## config.mk

```make
export PLATFORM = sky130hd
export DESIGN_NAME = knn_neighbor_list
export DESIGN_NICKNAME = d
export VERILOG_FILES = /design/src/rtl/knn_neighbor_list.sv
export SDC_FILE = /design/constraint.sdc
export NUM_CORES = 1
export LEC_CHECK = 0
export ABC_AREA = 1
export CAP_MARGIN = 15
export CORE_ASPECT_RATIO = 1.25
export CORE_MARGIN = 5
export CORE_UTILIZATION = 37
export CTS_CLUSTER_SIZE = 25
export DETAILED_ROUTE_END_ITERATION = 7
export GPL_ROUTABILITY_DRIVEN = 0
export PLACE_DENSITY_LB_ADDON = 0.08
export REMOVE_ABC_BUFFERS = 1
export SLEW_MARGIN = 10
export SYNTH_ARGS = -nofsm -noshare
export SYNTH_HDL_FRONTEND = slang
export SYNTH_SLANG_ARGS = --single-unit
```

## constraint.sdc

```tcl
create_clock -name clk -period 5.3 [get_ports clk]
set_clock_uncertainty 0.15 [all_clocks]
set_input_delay 0.795 -clock clk [delete_from_list [all_inputs] [get_ports clk]]
set_output_delay 0.795 -clock clk [all_outputs]
set_load 0.01 [all_outputs]
```

## src/rtl/knn_neighbor_list.sv

```systemverilog
// K-nearest-neighbour list: keeps the K smallest squared distances in a sorted
// insertion list while samples stream in, then runs a K-cycle majority vote
// over the kept labels and holds the winning label until the next start.
module knn_neighbor_list #(
    parameter int K       = 4,
    parameter int DIST_W  = 64,
    parameter int LABEL_W = 8,
    localparam int CNT_W  = $clog2(K + 1)
) (
    input  logic               clk,
    input  logic               rst_n,
    input  logic               start,
    input  logic               in_valid,
    output logic               in_ready,
    input  logic [DIST_W-1:0]  in_dist,
    input  logic [LABEL_W-1:0] in_label,
    input  logic               in_last,
    output logic               busy,
    output logic               out_valid,
    output logic [LABEL_W-1:0] out_label,
    output logic [CNT_W-1:0]   out_count
);

    typedef enum logic [1:0] {
        S_IDLE,
        S_COLLECT,
        S_VOTE,
        S_DONE
    } state_t;

    state_t r_state;
    state_t w_stateNext;

    // Flattened view of the list entries held in the per-entry generate blocks
    logic [DIST_W-1:0]  w_dist  [K];
    logic [LABEL_W-1:0] w_label [K];
    logic [K-1:0]       w_valid;
    logic [K-1:0]       w_ins;
    logic               w_accept;

    logic [CNT_W-1:0]   r_voteIdx;
    logic [CNT_W-1:0]   r_bestCnt;
    logic [LABEL_W-1:0] r_bestLabel;
    logic [LABEL_W-1:0] w_voteLabel;
    logic               w_voteValid;
    logic [CNT_W-1:0]   w_voteCnt;

    logic               r_outValid;
    logic [LABEL_W-1:0] r_outLabel;
    logic [CNT_W-1:0]   r_outCount;

    assign in_ready  = (r_state == S_COLLECT);
    assign busy      = (r_state == S_COLLECT) || (r_state == S_VOTE);
    // A start in the same cycle as a handshake wins, so the sample is dropped
    assign w_accept  = in_valid && in_ready && !start;
    assign out_valid = r_outValid;
    assign out_label = r_outLabel;
    assign out_count = r_outCount;

    // Insertion mask: an invalid slot takes anything, a valid slot only a
    // strictly smaller distance, so equal distances queue behind older ones.
    // The list stays sorted with invalid slots at the tail, so the mask is a
    // contiguous run of ones from the insertion point to the end.
    always_comb begin
        w_ins = '0;
        for (int i = 0; i < K; i++) begin
            w_ins[i] = !w_valid[i] || (in_dist < w_dist[i]);
        end
    end

    for (genvar gi = 0; gi < K; gi++) begin : g_entry
        logic [DIST_W-1:0]  r_dist;
        logic [LABEL_W-1:0] r_label;
        logic               r_valid;
        logic               w_prevIns;
        logic [DIST_W-1:0]  w_shiftDist;
        logic [LABEL_W-1:0] w_shiftLabel;
        logic               w_shiftValid;

        if (gi == 0) begin : g_head
            assign w_prevIns    = 1'b0;
            assign w_shiftDist  = '1;
            assign w_shiftLabel = '0;
            assign w_shiftValid = 1'b0;
        end else begin : g_tail
            assign w_prevIns    = w_ins[gi-1];
            assign w_shiftDist  = w_dist[gi-1];
            assign w_shiftLabel = w_label[gi-1];
            assign w_shiftValid = w_valid[gi-1];
        end

        assign w_dist[gi]  = r_dist;
        assign w_label[gi] = r_label;
        assign w_valid[gi] = r_valid;

        // Entry update: the first masked slot takes the new sample, later
        // masked slots take their predecessor, the last one falls off the end
        always_ff @(posedge clk or negedge rst_n) begin
            if (!rst_n) begin
                r_dist  <= '1;
                r_label <= '0;
                r_valid <= 1'b0;
            end else if (start) begin
                r_dist  <= '1;
                r_label <= '0;
                r_valid <= 1'b0;
            end else if (w_accept && w_ins[gi]) begin
                if (!w_prevIns) begin
                    r_dist  <= in_dist;
                    r_label <= in_label;
                    r_valid <= 1'b1;
                end else begin
                    r_dist  <= w_shiftDist;
                    r_label <= w_shiftLabel;
                    r_valid <= w_shiftValid;
                end
            end
        end
    end

    // Vote candidate j and how many valid entries share its label
    always_comb begin
        w_voteLabel = '0;
        w_voteValid = 1'b0;
        w_voteCnt   = '0;
        for (int i = 0; i < K; i++) begin
            if (r_voteIdx == CNT_W'(i)) begin
                w_voteLabel = w_label[i];
                w_voteValid = w_valid[i];
            end
        end
        for (int i = 0; i < K; i++) begin
            if (w_valid[i] && (w_label[i] == w_voteLabel)) begin
                w_voteCnt = w_voteCnt + CNT_W'(1);
            end
        end
    end

    // Vote accumulator; strict greater keeps the nearest neighbour on ties
    always_ff @(posedge clk or negedge rst_n) begin
        if (!rst_n) begin
            r_voteIdx   <= '0;
            r_bestCnt   <= '0;
            r_bestLabel <= '0;
        end else if (start) begin
            r_voteIdx   <= '0;
            r_bestCnt   <= '0;
            r_bestLabel <= '0;
        end else if (r_state == S_VOTE) begin
            r_voteIdx <= r_voteIdx + CNT_W'(1);
            if (w_voteValid && (w_voteCnt > r_bestCnt)) begin
                r_bestCnt   <= w_voteCnt;
                r_bestLabel <= w_voteLabel;
            end
        end
    end

    // Result registers: loaded from the finished vote, cleared by start
    always_ff @(posedge clk or negedge rst_n) begin
        if (!rst_n) begin
            r_outValid <= 1'b0;
            r_outLabel <= '0;
            r_outCount <= '0;
        end else if (start) begin
            r_outValid <= 1'b0;
            r_outLabel <= '0;
            r_outCount <= '0;
        end else if (r_state == S_DONE) begin
            r_outValid <= 1'b1;
            r_outLabel <= r_bestLabel;
            r_outCount <= r_bestCnt;
        end
    end

    // State register
    always_ff @(posedge clk or negedge rst_n) begin
        if (!rst_n) begin
            r_state <= S_IDLE;
        end else begin
            r_state <= w_stateNext;
        end
    end

    // Next-state logic; start restarts collection from any state
    always_comb begin
        w_stateNext = r_state;
        case (r_state)
            S_IDLE: begin
                if (start) w_stateNext = S_COLLECT;
            end
            S_COLLECT: begin
                if (start) w_stateNext = S_COLLECT;
                else if (w_accept && in_last) w_stateNext = S_VOTE;
            end
            S_VOTE: begin
                if (start) w_stateNext = S_COLLECT;
                else if (r_voteIdx == CNT_W'(K - 1)) w_stateNext = S_DONE;
            end
            S_DONE: begin
                if (start) w_stateNext = S_COLLECT;
            end
            default: w_stateNext = S_IDLE;
        endcase
    end

endmodule
```

==> flow_results.org, run 1 <==
** Critical path
- Type of destination of the critical path :: flip-flop
- The critical path runs through a total of 29 cells.
- For flop-to-flop paths, the worst setup slack is about 0.45 ns.
- By startpoint and endpoint, the worst setup path is classified as reg2reg.
- The endpoint identified for the worst register-to-register timing path is r_bestLabel[4]$_DFFE_PN0P_.
- The largest single stage delay on the critical path is approximately 0.41 ns.
- Combined buffer and inverter count along the critical path :: 7
- Critical path origin :: r_voteIdx[0]$_DFFE_PN0P_
- CP Capture Point :: r_bestLabel[4]$_DFFE_PN0P_
- The worst setup path is launched from a flip-flop.
- Top Family by Delay on Critical Path :: simple AND/OR/NAND/NOR gates
- Worst reg-to-reg path cell count :: 29
- The largest individual stage delay along the critical path comes from the cell sky130_fd_sc_hd__dfrtp_1.
- Data arrives at the worst endpoint at 5.17 ns.
- At the worst endpoint, the required time is around 5.6 ns.
- Launch instance of the worst register-to-register path :: r_voteIdx[0]$_DFFE_PN0P_
- Critical path fanouts, max :: 7

** Route
- The first routing iteration left about 1.3k violations.
- Post-DR wirelength/cell :: 17.8 µm
- Via density :: 5.05
- Once detail routing completed, the nets flagged for antenna violations numbered 0.
- The detailed router placed 21.0k vias in this run.
- Routed wire length :: 73,900 µm
- DRC violations left :: 0
- Before antenna repair, the detailed router went through 6 iterations.

** Die
- In this run the core area contains 102 standard-cell rows.
- Area inside the core boundary :: 0.0619 mm²
- Pin placement for this block handled 91 I/O pins.
- Full die area :: between 0.06 and 0.07 mm²
- Measured along the x axis, the die boundary spans 234 µm.
- Initial standard-cell utilization of the core :: 0.373
- Vert. Die Dim :: 289 µm

** Logic synthesis
- Cells after Synth :: 3,251
- Each instance of the synthesized netlist takes up on average between 7 and 8 µm².
- Post-synth cell types :: 36
- In this run, synthesis produced a sequential element count of 320.
- Largest cells by area after synthesis :: sky130_fd_sc_hd__dfstp_2 (29%), sky130_fd_sc_hd__nand2_1 (15%), sky130_fd_sc_hd__ha_1 (14%), sky130_fd_sc_hd__inv_1 (7.4%), sky130_fd_sc_hd__a21oi_1 (7.2%)
- Yosys top cell area share :: 0.291
- The most common cell in the synthesized netlist is sky130_fd_sc_hd__nand2_1.
- Fraction of registers with async set/reset :: 1.00
- Number of synthesized flops with an enable pin :: 0
- For this run, the register share of the synthesized area comes to 0.360.
- For this run, the leading register cell type out of synthesis is sky130_fd_sc_hd__dfstp_2.
- Of all cell types, the one taking the most synthesized area is sky130_fd_sc_hd__dfstp_2.
- Count of synthesis-stage warnings from yosys :: 0
- In the synthesized netlist, the cells that appear most often are sky130_fd_sc_hd__nand2_1 (938), sky130_fd_sc_hd__inv_1 (453), sky130_fd_sc_hd__a21oi_1 (333).
- Cell Area, Synth :: 0.0231 mm²

** Place
- The count of buffers added on input and output ports is 90.
- Post-detailed-placement half-perimeter wirelength :: ~48,000 µm
- Cell area after placement :: 0.0249 mm²

** Layout
- Share of post-route cells with drive strength above 1 :: 0.123
- For this run, the post-layout net count is 3,637.
- Post-route cell area :: about 0.026 mm²
- After filler insertion, the fill cell instance count of the layout stands at ~6.4k.
- Multi-input gate area :: 0.0124 mm²
- In the final layout, flip-flops and latches occupy 0.00833 mm².
- From synthesis to final layout, the design area changed by 13.8%.

** STA
- Final Max Slew Viols :: 0
- Measured against its own limit, the worst slew margin works out to 0.414.
- Dividing the final minimum period by the clock period gives 0.914.
- Final count of negative-setup-slack endpoints :: 0
- Worst-margin pin slew :: 0.878 ns
- Final min period :: 4.85 ns
- Peak Freq :: 206 MHz
- RSZ-0062 raised after global routing :: false
- Post-Route Setup TNS :: 0 ns
- The count of final hold-check violations was 0.

** Global route
- After global routing the overflow that remains totals 0.
- Via count of the first global-routing pass :: 21.3k
- Global-route wire length before repair :: ~120,000 µm
- The number of antenna violations at the first check in global routing was 6.
- For met1 alone, demand over resource in global routing was 0.287.
- Total GRT Usage :: 0.221
- For met3 alone, demand over resource in global routing was 0.0298.
- For met2 alone, demand over resource in global routing was 0.386.
- Pin count of the biggest net entering global routing :: between 100 and 150
- Most Crowded Layer GR :: met2

** Pwr
- For this design the ratio of total power to cell area is 338 mW/mm².
- IR analysis of the VDD net gives a maximum drop of roughly 170 µV.
- Sequential fraction of design power :: 0.367
- The analysis attributes to net switching a power of 3.20 mW.
- Relative contribution of combinational cells to total power :: 0.318
- Overall power of the completed layout :: 8.88 mW
- The share of total power dissipated in the clock network is 0.315.
- Internal power component :: 5.68 mW
- Cell leakage power :: roughly 14 nW
- Of the total power, the share spent switching nets is 0.361.

** Outcome
- The run finished with clean final reports.

** Clock network
- Counting along the longest clock path gives a buffer depth of 3.
- Later-pin clock latency in the skew report :: between 0.5 and 0.6 ns
- Num Clock Sinks :: 320
- Number of buffers added by the clock tree synthesis step :: 40
- The tree is rooted in a sky130_fd_sc_hd__clkbuf_16.
- The H-tree was split into 2 levels.
- TritonCTS built the clock tree.
- Clock-pin slew was measured on the worst setup and hold paths at 0.06 ns.

** Job
- Max Cap Violations :: 0

** Min path
- The tightest min-delay check is of the in2async type.
state kept, by name, summed over array words and instances, names as in the netlist:
| register | cells |
|---|---|
| r_voteIdx | 3 |
| out_count | 3 |
| r_bestLabel | 8 |
| g_entry.r_dist | 256 |
| out_label | 8 |
| g_entry.r_label | 32 |
| r_bestCnt | 3 |
| r_state | 2 |
| g_entry.r_valid | 4 |
| out_valid | 1 |
per-stage QoR:
stage | cells | util | hold WS, ns | setup WS [ns]
floorplan | 3114 | - | 0.299 | 0.101
global placement | 4077 | 0.402 | 0.326 | 0.220
detailed placement | 4077 | 0.402 | 0.324 | 0.0855
CTS | 4147 | 0.423 | 0.219 | 0.0516
global route | 4157 | 0.425 | 0.269 | 0.00600
finish | 4157 | 0.425 | 0.209 | 0.455
area by class of cell:
| type | instances | share of cell area |
|---|---|---|
| Multi-Input combinational cell | 2334 | 0.473 |
| Sequential cell | 320 | 0.317 |
| Inverter | 460 | 0.0658 |
| Timing Repair Buffer | 138 | 0.0548 |
| Clock buffer | 59 | 0.0458 |
| Tap cell | 832 | 0.0396 |
| Clock inverter | 11 | 0.00405 |
| Antenna cell | 3 | 0.000286 |
cells by family after synthesis:
| family | count (synthesis) | synth area share |
|---|---|---|
| AND/OR/NAND/NOR | 1577 | 0.280 |
| buffers and inverters | 597 | 0.106 |
| AO/OA/AOI/OAI | 479 | 0.106 |
| flip-flops | 320 | 0.360 |
| adder cells (fa/ha/maj) | 266 | 0.144 |
| XOR/XNOR | 12 | 0.00455 |
placed cells by master, fill, tap and decap left out, types with 4 or more instances in the layout:
master                            count
sky130_fd_sc_hd__a21oi_1            332
sky130_fd_sc_hd__buf_12              14
sky130_fd_sc_hd__buf_4               33
sky130_fd_sc_hd__clkbuf_1             7
sky130_fd_sc_hd__clkbuf_16           41
sky130_fd_sc_hd__clkbuf_8            11
sky130_fd_sc_hd__clkdlybuf4s50_1     88
sky130_fd_sc_hd__clkinv_2             6
sky130_fd_sc_hd__dfrtp_1             63
sky130_fd_sc_hd__dfstp_2            256
sky130_fd_sc_hd__ha_1               264
sky130_fd_sc_hd__inv_1              451
sky130_fd_sc_hd__inv_2                8
sky130_fd_sc_hd__nand2_1            932
sky130_fd_sc_hd__nand2_2             10
sky130_fd_sc_hd__nand2_4              8
sky130_fd_sc_hd__nand3_1            279
sky130_fd_sc_hd__nand4_1             26
sky130_fd_sc_hd__nor2_1             283
sky130_fd_sc_hd__nor2_2               4
sky130_fd_sc_hd__nor3_1              14
sky130_fd_sc_hd__nor4_1               8
sky130_fd_sc_hd__o211ai_1             4
sky130_fd_sc_hd__o21ai_0            118
sky130_fd_sc_hd__o21ai_1              6
sky130_fd_sc_hd__o22ai_1              7
sky130_fd_sc_hd__xor2_1              12
power groups by stage:
stage,Clock (mW),Combinational [mW],Sequential (mW)
after floorplan,0,1.81,3.23
after global placement,0,2.77,3.28
after detailed placement,0,2.82,3.29
after CTS,2.89,2.84,3.26
after global routing,2.99,3.26,3.30
final,2.80,2.83,3.26
per-layer routing:
metal,part of all wire,vias to the layer above
li1,-,10464
met1,0.45,9949
met3,0.042,125
met5,0.00046,-
met2,0.49,453
met4,0.024,6
worst min-delay path by stage:
| stage | slack [ns] | startpoint | to | cells past startpoint |
|---|---|---|---|---|
| final | 0.21 | rst_n | g_entry[0].r_label[4]$_DFFE_PN0P_ | 1 |
| after global routing | 0.27 | rst_n | g_entry[1].r_label[0]$_DFFE_PN0P_ | 1 |
| after CTS | 0.22 | rst_n | g_entry[2].r_label[0]$_DFFE_PN0P_ | 1 |
| after detailed placement | 0.32 | r_bestCnt[1]$_DFFE_PN0P_ | r_bestCnt[1]$_DFFE_PN0P_ | 2 |
| after global placement | 0.33 | r_bestCnt[2]$_DFFE_PN0P_ | r_bestCnt[2]$_DFFE_PN0P_ | 2 |
| after floorplan | 0.30 | r_bestCnt[2]$_DFFE_PN0P_ | r_bestCnt[2]$_DFFE_PN0P_ | 2 |
timing repair:
item,in CTS,in global routing
endpoints found under the setup margin,0,11
hold buffers,0,0
buffers inserted,0,7
gates resized for setup,0,14
Note: power is estimated with default switching activity, not from simulation.
==> run 2: changes to the inputs <==
- PLACE_DENSITY: not set -> 0.56
- PLACE_DENSITY_LB_ADDON: 0.08 -> not set
- SLEW_MARGIN: 10 -> not set
==> flow_results.org, run 2 (synthesized netlist as in run 1, its figures left out) <==
** Global route
- Most Crowded Layer GR :: met2
- Pin count of the biggest net entering global routing :: 119 (+8.2%)
- Antenna violations before repair :: 1 (-5)
- Global-route wire length before repair :: 113,000 µm (-5.2%)
- Via count of the first global-routing pass :: 20.3k (-4.7%)
- GR Util met3 :: 0.0313 (+0.00147)
- The final global-route overflow total was 0 (unchanged).
- Met1 Track Usage GR :: 0.267 (-0.0204)
- The global routing met2 resource utilization came to 0.366 (-0.0204).
- The overall fraction of global-route tracks in use was 0.208 (-0.0126).

** Critical path
- STA classifies the critical path startpoint as a flip-flop.
- Classification of the worst setup path :: reg2reg
- Data required time at the worst endpoint :: 5.66 ns (+0.04 ns)
- By instance count, the cell type seen most on the critical path is sky130_fd_sc_hd__nand2_1.
- Critical-path top delay cell :: sky130_fd_sc_hd__dfrtp_1
- Critical path fanouts, max :: 9 (+2)
- The data arrival time of the critical path is 5.14 ns (-0.03 ns).
- Type of destination of the critical path :: flip-flop
- Biggest cell delay along the critical path :: 0.42 ns (about the same)

** Layout
- The library cell used most frequently in the layout, excluding fill and tap cells, is sky130_fd_sc_hd__nand2_1.
- The final layout net count came to 3,628 (-0.25%).
- Share of post-route cells with drive strength above 1 :: 0.121 (-0.00223)
- The multi-input gate area in the final layout was 0.0124 mm² (-0.31%).
- Top register by number of flip-flops :: g_entry.r_dist
- The flip-flop count of the largest register, all copies and words added was 256 (unchanged).
- Area growth, synth to finish :: 13.9%
- The number of fillers in the final layout was 6,369 (-0.48%).
- Registers with the highest flip-flop counts :: g_entry.r_dist x256, g_entry.r_label x32
- The storage element area was 0.00833 mm² (unchanged).
- In the layout the commonest cells are sky130_fd_sc_hd__nand2_1 (936), sky130_fd_sc_hd__inv_1 (452), sky130_fd_sc_hd__a21oi_1 (332).

** Place
- The count of buffers from port buffering was 90 (unchanged).
- Setup slack after placement :: 0.433 ns (+0.347 ns)
- The post-detailed-placement half-perimeter wirelength is 46,200 µm (-4.5%).

** STA
- Peak Freq :: 209 MHz (+1.4%)
- Period utilisation layout :: 0.902 (-0.0124)
- The transition time at the pin with the least slew margin was 1.06 ns (+0.178 ns).
- Max_slew headroom :: 0.296 (-0.119)
- Final Max Slew Viols :: 0 (unchanged)
- Final count of negative-setup-slack endpoints :: 0 (unchanged)
- Smallest setup slack after layout :: 0.520 ns (+0.0655 ns)
- Final hold viol count :: 0 (unchanged)
- The sum of negative setup slack is 0 ns (unchanged).
- RSZ-0062 raised after global routing :: false
- Final min period :: 4.78 ns (-0.0655 ns)

** Die
- The vertical die dimension is 289 µm (unchanged).
- The row count was 102 (unchanged).
- The effective utilization at floorplan was 0.373 (unchanged).
- The die outline area is 0.0676 mm² (unchanged).
- The I/O pin count was 91 (unchanged).
- The chip width was 234 µm (unchanged).
- Area inside the core boundary :: 0.0619 mm² (unchanged)

** Route
- DRC violations left :: 0 (unchanged)
- Number of vias after detailed routing :: 20.6k (-2.0%)
- The per-cell via count in the routed design came to 4.96 (-1.8%).
- Starting DRT DRC Count :: 1,147 (-13%)
- The overall routed net length was 70,300 µm (-4.9%).
- The wire length per cell is 16.9 µm (-4.7%).
- Remaining antenna violation count after routing :: 0 (unchanged)
- Number of optimization iterations in the first detailed-route pass :: 5 (-1)

** Clock network
- The clock edge transition at the registers on the reported setup and hold paths came to 0.06 ns (about the same).
- Later-pin clock latency in the skew report :: 0.57 ns (about the same)
- Hold bufs inserted after CTS :: 0 (unchanged)
- CTS root buffer :: sky130_fd_sc_hd__clkbuf_16
- Num Clock Sinks :: 320 (unchanged)
- Number of buffers added by the clock tree synthesis step :: 40 (unchanged)
- Maximum count of clock buffers along a single path :: 3 (unchanged)
- Count of buffers added by post-CTS timing repair for setup :: 0 (unchanged)
- The number of H-tree levels is 2 (unchanged).
- TritonCTS clock tree :: built

** Pwr
- Peak supply drop :: 247 µV (+42%)
- The leakage power summed over all cells was 14.1 nW (+0.15%).
- The cell area power density was 347 mW/mm² (+2.7%).

** Outcome
- The run finished with clean final reports.

** Min path
- In this run the worst hold path is classified as in2async.

** Job
- Max Cap Violations :: 0 (unchanged)
==> run 2: layout make-up <==
class                      instances  share of cell area
inverter                         460              0.0656
multi-input combinational       2334               0.471
sequential                       320               0.316
clock buffer                      52              0.0436
clock inverter                    22              0.0135
timing repair buffer             129              0.0503
antenna                            1           0.0000951
tap                              832              0.0396
==> run 2: power by group <==
part / internal, mW / switching, mW
Sequential: 3.03 / 0.217
Clock: 1.97 / 1.18
Combinational: 0.945 / 1.79
==> run 2: path summary, 6_finish.rpt <==
path,start,endpoint,slack [ns],depth (start not counted)
min in group clk,r_bestCnt[2]$_DFFE_PN0P_,r_bestCnt[2]$_DFFE_PN0P_,0.33,2
max in group asynchronous,rst_n,g_entry[3].r_label[1]$_DFFE_PN0P_,3.87,2
worst max-delay path,r_voteIdx[0]$_DFFE_PN0P_,r_bestCnt[1]$_DFFE_PN0P_,0.52,30
worst max register to register,r_voteIdx[0]$_DFFE_PN0P_,r_bestCnt[1]$_DFFE_PN0P_,0.52,30
worst min register to register,r_bestCnt[2]$_DFFE_PN0P_,r_bestCnt[2]$_DFFE_PN0P_,0.33,2
worst min-delay path,rst_n,g_entry[0].r_label[7]$_DFFE_PN0P_,0.05,1
==> run 2: what timing repair did <==
item                                    4_1_cts  5_1_grt
gates resized for setup                       0        2
hold endpoints to repair                      0        0
endpoints found under the setup margin        0       11
==> run 2: worst max-delay path: cells and delay by family, from the launching register on <==
kind            cells  cell delay, ns
simple gates       16            2.07
fa+ha+maj           4            0.92
buf+inv             6            0.49
compound gates      3            0.45
flops               1            0.42
xor+xnor            1            0.18
==> run 2: metrics by stage <==
| step | hold WS (ns) | instance area (µm²) | power (mW) | cells | utilization |
|---|---|---|---|---|---|
| 2_1_floorplan | 0.299 | 22400 | 5.04 | 3114 | - |
| 3_3_place_gp | 0.315 | 24800 | 6.00 | 4075 | 0.401 |
| 3_5_place_dp | 0.323 | 24800 | 6.03 | 4075 | 0.401 |
| 4_1_cts | 0.0491 | 26300 | 9.25 | 4149 | 0.425 |
| 5_1_grt | 0.0696 | 26300 | 9.79 | 4149 | 0.425 |
| 6_report | 0.0520 | 26300 | 9.13 | 4150 | 0.425 |
==> run 2: per-layer routing <==
metal | vias up | part of all wire
li1 | 10457 | -
met4 | 2 | 0.025
met1 | 9641 | 0.44
met5 | - | 0.00010
met2 | 379 | 0.49
met3 | 107 | 0.044
==> run 3: changes to the inputs <==
- ABC_AREA: 1 -> 0
==> flow_results.org, run 3 <==
** Die
- The row count is 103 (+0.98%).
- The chip width is 235 µm (+0.78%).
- The die outline area came to 0.0687 mm² (+1.6%).
- Area inside the core boundary :: 0.0630 mm² (+1.8%)
- The vertical die dimension was 292 µm (+0.79%).
- Initial standard-cell utilization of the core :: 0.373 (-0.000614)
- The I/O pin count is 91 (unchanged).

** Logic synthesis
- The count of state elements after synthesis is 320 (unchanged).
- Leading cell type by number of instances after synthesis :: sky130_fd_sc_hd__inv_1
- Among all flip-flop cells after synthesis, the most frequent one is sky130_fd_sc_hd__dfstp_2.
- sky130_fd_sc_hd__dfstp_2 takes more of the synthesized area than any other cell.
- In the post-synthesis netlist, the biggest area contributors are sky130_fd_sc_hd__dfstp_2 (29%), sky130_fd_sc_hd__ha_1 (14%), sky130_fd_sc_hd__mux2i_1 (9.1%), sky130_fd_sc_hd__dfrtp_1 (6.8%), sky130_fd_sc_hd__inv_1 (5.5%).
- Fraction of registers with async set/reset :: 1.00 (unchanged)
- Post-synthesis average cell area :: 9.05 µm² (+27%)
- Post-synth cell types :: 82 (+130%)
- Yosys top cell area share :: 0.286 (-0.00471)
- The number of flops mapped to enable cells by yosys came to 0 (unchanged).
- The count of warnings emitted by yosys was 0 (unchanged).
- Ranked by instance count, the synthesized netlist is headed by sky130_fd_sc_hd__inv_1 (347), sky130_fd_sc_hd__ha_1 (266), sky130_fd_sc_hd__dfstp_2 (256).
- Cell Area, Synth :: 0.0235 mm² (+1.6%)
- The synthesized instance count came to 2,596 (-20%).
- The sequential area share after synthesis came to 0.354 (-0.00583).

** Critical path
- The maximum fanout encountered on the critical timing path came to 14 (+5).
- Dominant cell type by count on the critical path :: sky130_fd_sc_hd__ha_1
- The worst stage delay on the critical path is 0.44 ns (+0.02 ns).
- Type of destination of the critical path :: flip-flop
- Launch instance of the worst register-to-register path :: r_voteIdx[0]$_DFFE_PN0P_
- Cell chain of the critical path :: inv_1 -> ha_4 -> buf_4 -> nor2b_1 -> a311oi_1 -> a21boi_1 -> xnor2_1 -> nor2_1 -> and3_1 -> ha_1 -> xor2_2 -> ha_1 -> mux2_2 -> ha_1 -> nor2b_1 -> o21a_1 -> o221a_2 -> inv_1 -> nor4b_1 -> a311o_1
- Critical-path top delay cell :: sky130_fd_sc_hd__dfrtp_1
- Critical path origin :: r_voteIdx[0]$_DFFE_PN0P_
- Data required time at the worst endpoint :: 5.59 ns (-0.07 ns)
- Classification of the worst setup path :: reg2reg
- Arrival time at the worst endpoint :: 5.32 ns (+0.18 ns)
- Critical Path Source Type :: flip-flop

** Layout
- Share of post-route cells with drive strength above 1 :: 0.165 (+0.0442)
- Post-route cell area :: 0.0269 mm² (+2.3%)
- Post-route non-filler standard cell count :: 3,506 (-16%)
- Area growth, synth to finish :: 14.6%
- The flip-flop count of the largest register, all copies and words added is 256 (unchanged).
- More flip-flops sit in one register than any other, and that register is g_entry.r_dist.
- Most common cell after layout, fill and taps aside :: sky130_fd_sc_hd__inv_1
- The final layout net count is 2,980 (-18%).
- Most used cells in the layout excluding fill and tap cells :: sky130_fd_sc_hd__inv_1 (346), sky130_fd_sc_hd__ha_1 (262), sky130_fd_sc_hd__dfstp_2 (256)
- Registers with the highest flip-flop counts :: g_entry.r_dist x256, g_entry.r_label x32

** Clock network
- CTS root buffer :: sky130_fd_sc_hd__clkbuf_16
- TritonCTS built the clock tree.
- The clock latency at the later pin of the worst-skew pair was 0.56 ns (about the same).
- The number of H-tree levels is 2 (unchanged).
- Maximum count of clock buffers along a single path :: 3 (unchanged)
- Reg clk slew, reported paths :: 0.06 ns (about the same)
- Number of buffers added by the clock tree synthesis step :: 38 (-5.0%)
- Num Clock Sinks :: 320 (unchanged)

** Pwr
- The maximum ir drop on the vdd rail was 157 µV (-37%).
- Power density relative to cell area :: 310 mW/mm² (-11%)
- Cell leakage power :: 14.1 nW (about the same)

** Route
- Starting DRT DRC Count :: 1,377 (+20%)
- The met1 wire length came to 31,500 µm (+1.2%).
- Met2 layer wire length in the routed design :: 35,300 µm (+2.9%)
- The DRC violation count after routing came to 0 (unchanged).
- The detailed router used layers up to and including met5.
- The overall routed net length came to 72,600 µm (+3.2%).
- Remaining antenna violation count after routing :: 0 (unchanged)
- Number of optimization iterations in the first detailed-route pass :: 7 (+2)
- The routed length on met3 came to 3270 µm (+6.2%).
- Number of vias after detailed routing :: 19.9k (-3.1%)
- The wire length per cell is 20.7 µm (+22%).
- The per-cell via count in the routed design was 5.69 (+15%).

** STA
- Max_slew headroom :: 0.328 (+0.0319)
- Final Max Slew Viols :: 0 (unchanged)
- Worst hold slack :: 0.267 ns (+0.216 ns)
- RSZ-0062 raised after global routing :: false
- The final critical-path share of the clock period was 0.950 (+0.0477).
- The number of setup violations in the final report came to 0 (unchanged).
- The sum of negative setup slack came to 0 ns (unchanged).
- Final min period :: 5.03 ns (+0.253 ns)
- The transition time at the pin with the least slew margin came to 1.01 ns (-0.0479 ns).
- The timing-limited maximum frequency was 199 MHz (-5.0%).
- Final hold viol count :: 0 (unchanged)
- The post-route worst setup slack came to 0.268 ns (-0.253 ns).

** Place
- The count of buffers from port buffering is 90 (unchanged).
- Cell area after placement :: 0.0256 mm² (+3.0%)
- Post-detailed-placement half-perimeter wirelength :: 48,900 µm (+5.7%)
- Instance count after placement with tap cells included :: 3,436 (-16%)
- Setup slack after placement :: -0.0364 ns (-0.469 ns)

** Global route
- The number of global-route vias before repair came to 20.5k (+0.82%).
- The maximum number of pins on one net before global-route repair is 177 (+49%).
- Global-route wire length before repair :: 116,000 µm (+2.9%)
- Antenna violations before repair :: 3 (+2)
- Total gr overflow :: 0 (unchanged)
- The overall fraction of global-route tracks in use was 0.206 (-0.00187).

** Outcome
- Status :: complete, no violations

** Min path
- In this run the worst hold path is classified as in2async.

** Job
- The number of maximum-capacitance constraint violations is 0 (unchanged).
run 3: repair_timing:
item,CTS,global route
hold buffers,0,0
pin swaps,0,1
setup buffers,0,1
resized for setup,2,10
setup endpoints to repair,1,11
run 3: final timing paths:
path	slack (ns)	cells after the start	end
worst max-delay path	0.27	20	r_bestCnt[0]$_DFFE_PN0P_
worst min-delay path	0.27	1	g_entry[1].r_dist[56]$_DFFE_PN1P_
worst max register to register	0.27	20	r_bestCnt[0]$_DFFE_PN0P_
worst min register to register	0.34	2	out_valid$_DFFE_PN0P_
max in group asynchronous	3.76	2	g_entry[0].r_label[1]$_DFFE_PN0P_
min in group clk	0.34	2	out_valid$_DFFE_PN0P_
run 3: through the flow:
step	util	total power, mW
finish	0.427	8.34
detailed placement	0.405	5.56
CTS	0.426	8.41
global route	0.427	8.82
floorplan	-	4.66
global placement	0.405	5.50
run 3: layout make-up:
cell class                      instances  area [µm²]
Antenna cell                            1        2.50
Clock buffer                           59        1180
Timing Repair Buffer                  172        1680
Sequential cell                       320        8330
Multi-Input combinational cell       1757       13300
Inverter                              348        1310
Fill cell                            6087       36100
Tap cell                              840        1050
Clock inverter                          9         121
run 3: where the power goes:
| group | internal [mW] | switching [mW] |
|---|---|---|
| Sequential | 2.87 | 0.261 |
| Combinational | 0.967 | 1.44 |
| Clock | 1.68 | 1.12 |
| Total | 5.52 | 2.82 |
run 3: logic make-up (layout without fill, tap and decap cells):
| family | count (synthesis) | after routing | share of synthesized area |
|---|---|---|---|
| simple gates | 636 | 636 | 0.133 |
| compound gates | 607 | 607 | 0.177 |
| buf+inv | 519 | 588 | 0.0886 |
| flops | 320 | 320 | 0.354 |
| fa+ha+maj | 266 | 266 | 0.142 |
| mux | 223 | 223 | 0.0955 |
| xor+xnor | 25 | 25 | 0.00964 |
| other cells | 0 | 1 | 0 |
run 3: routing by layer:
metal | vias to the layer above | track usage
met5 | - | 0
met4 | 4 | 0.0698
met3 | 143 | 0.0288
met2 | 528 | 0.356
met1 | 9805 | 0.266
li1 | 9465 | -
run 3: critical path, delay by kind of cell, from the launching register on:
kind	cells	cell delay, ns
compound gates	5	1.37
xor+xnor	2	0.41
fa+ha+maj	4	1.15
buf+inv	3	0.49
flops	1	0.44
mux	1	0.29
simple gates	5	0.60
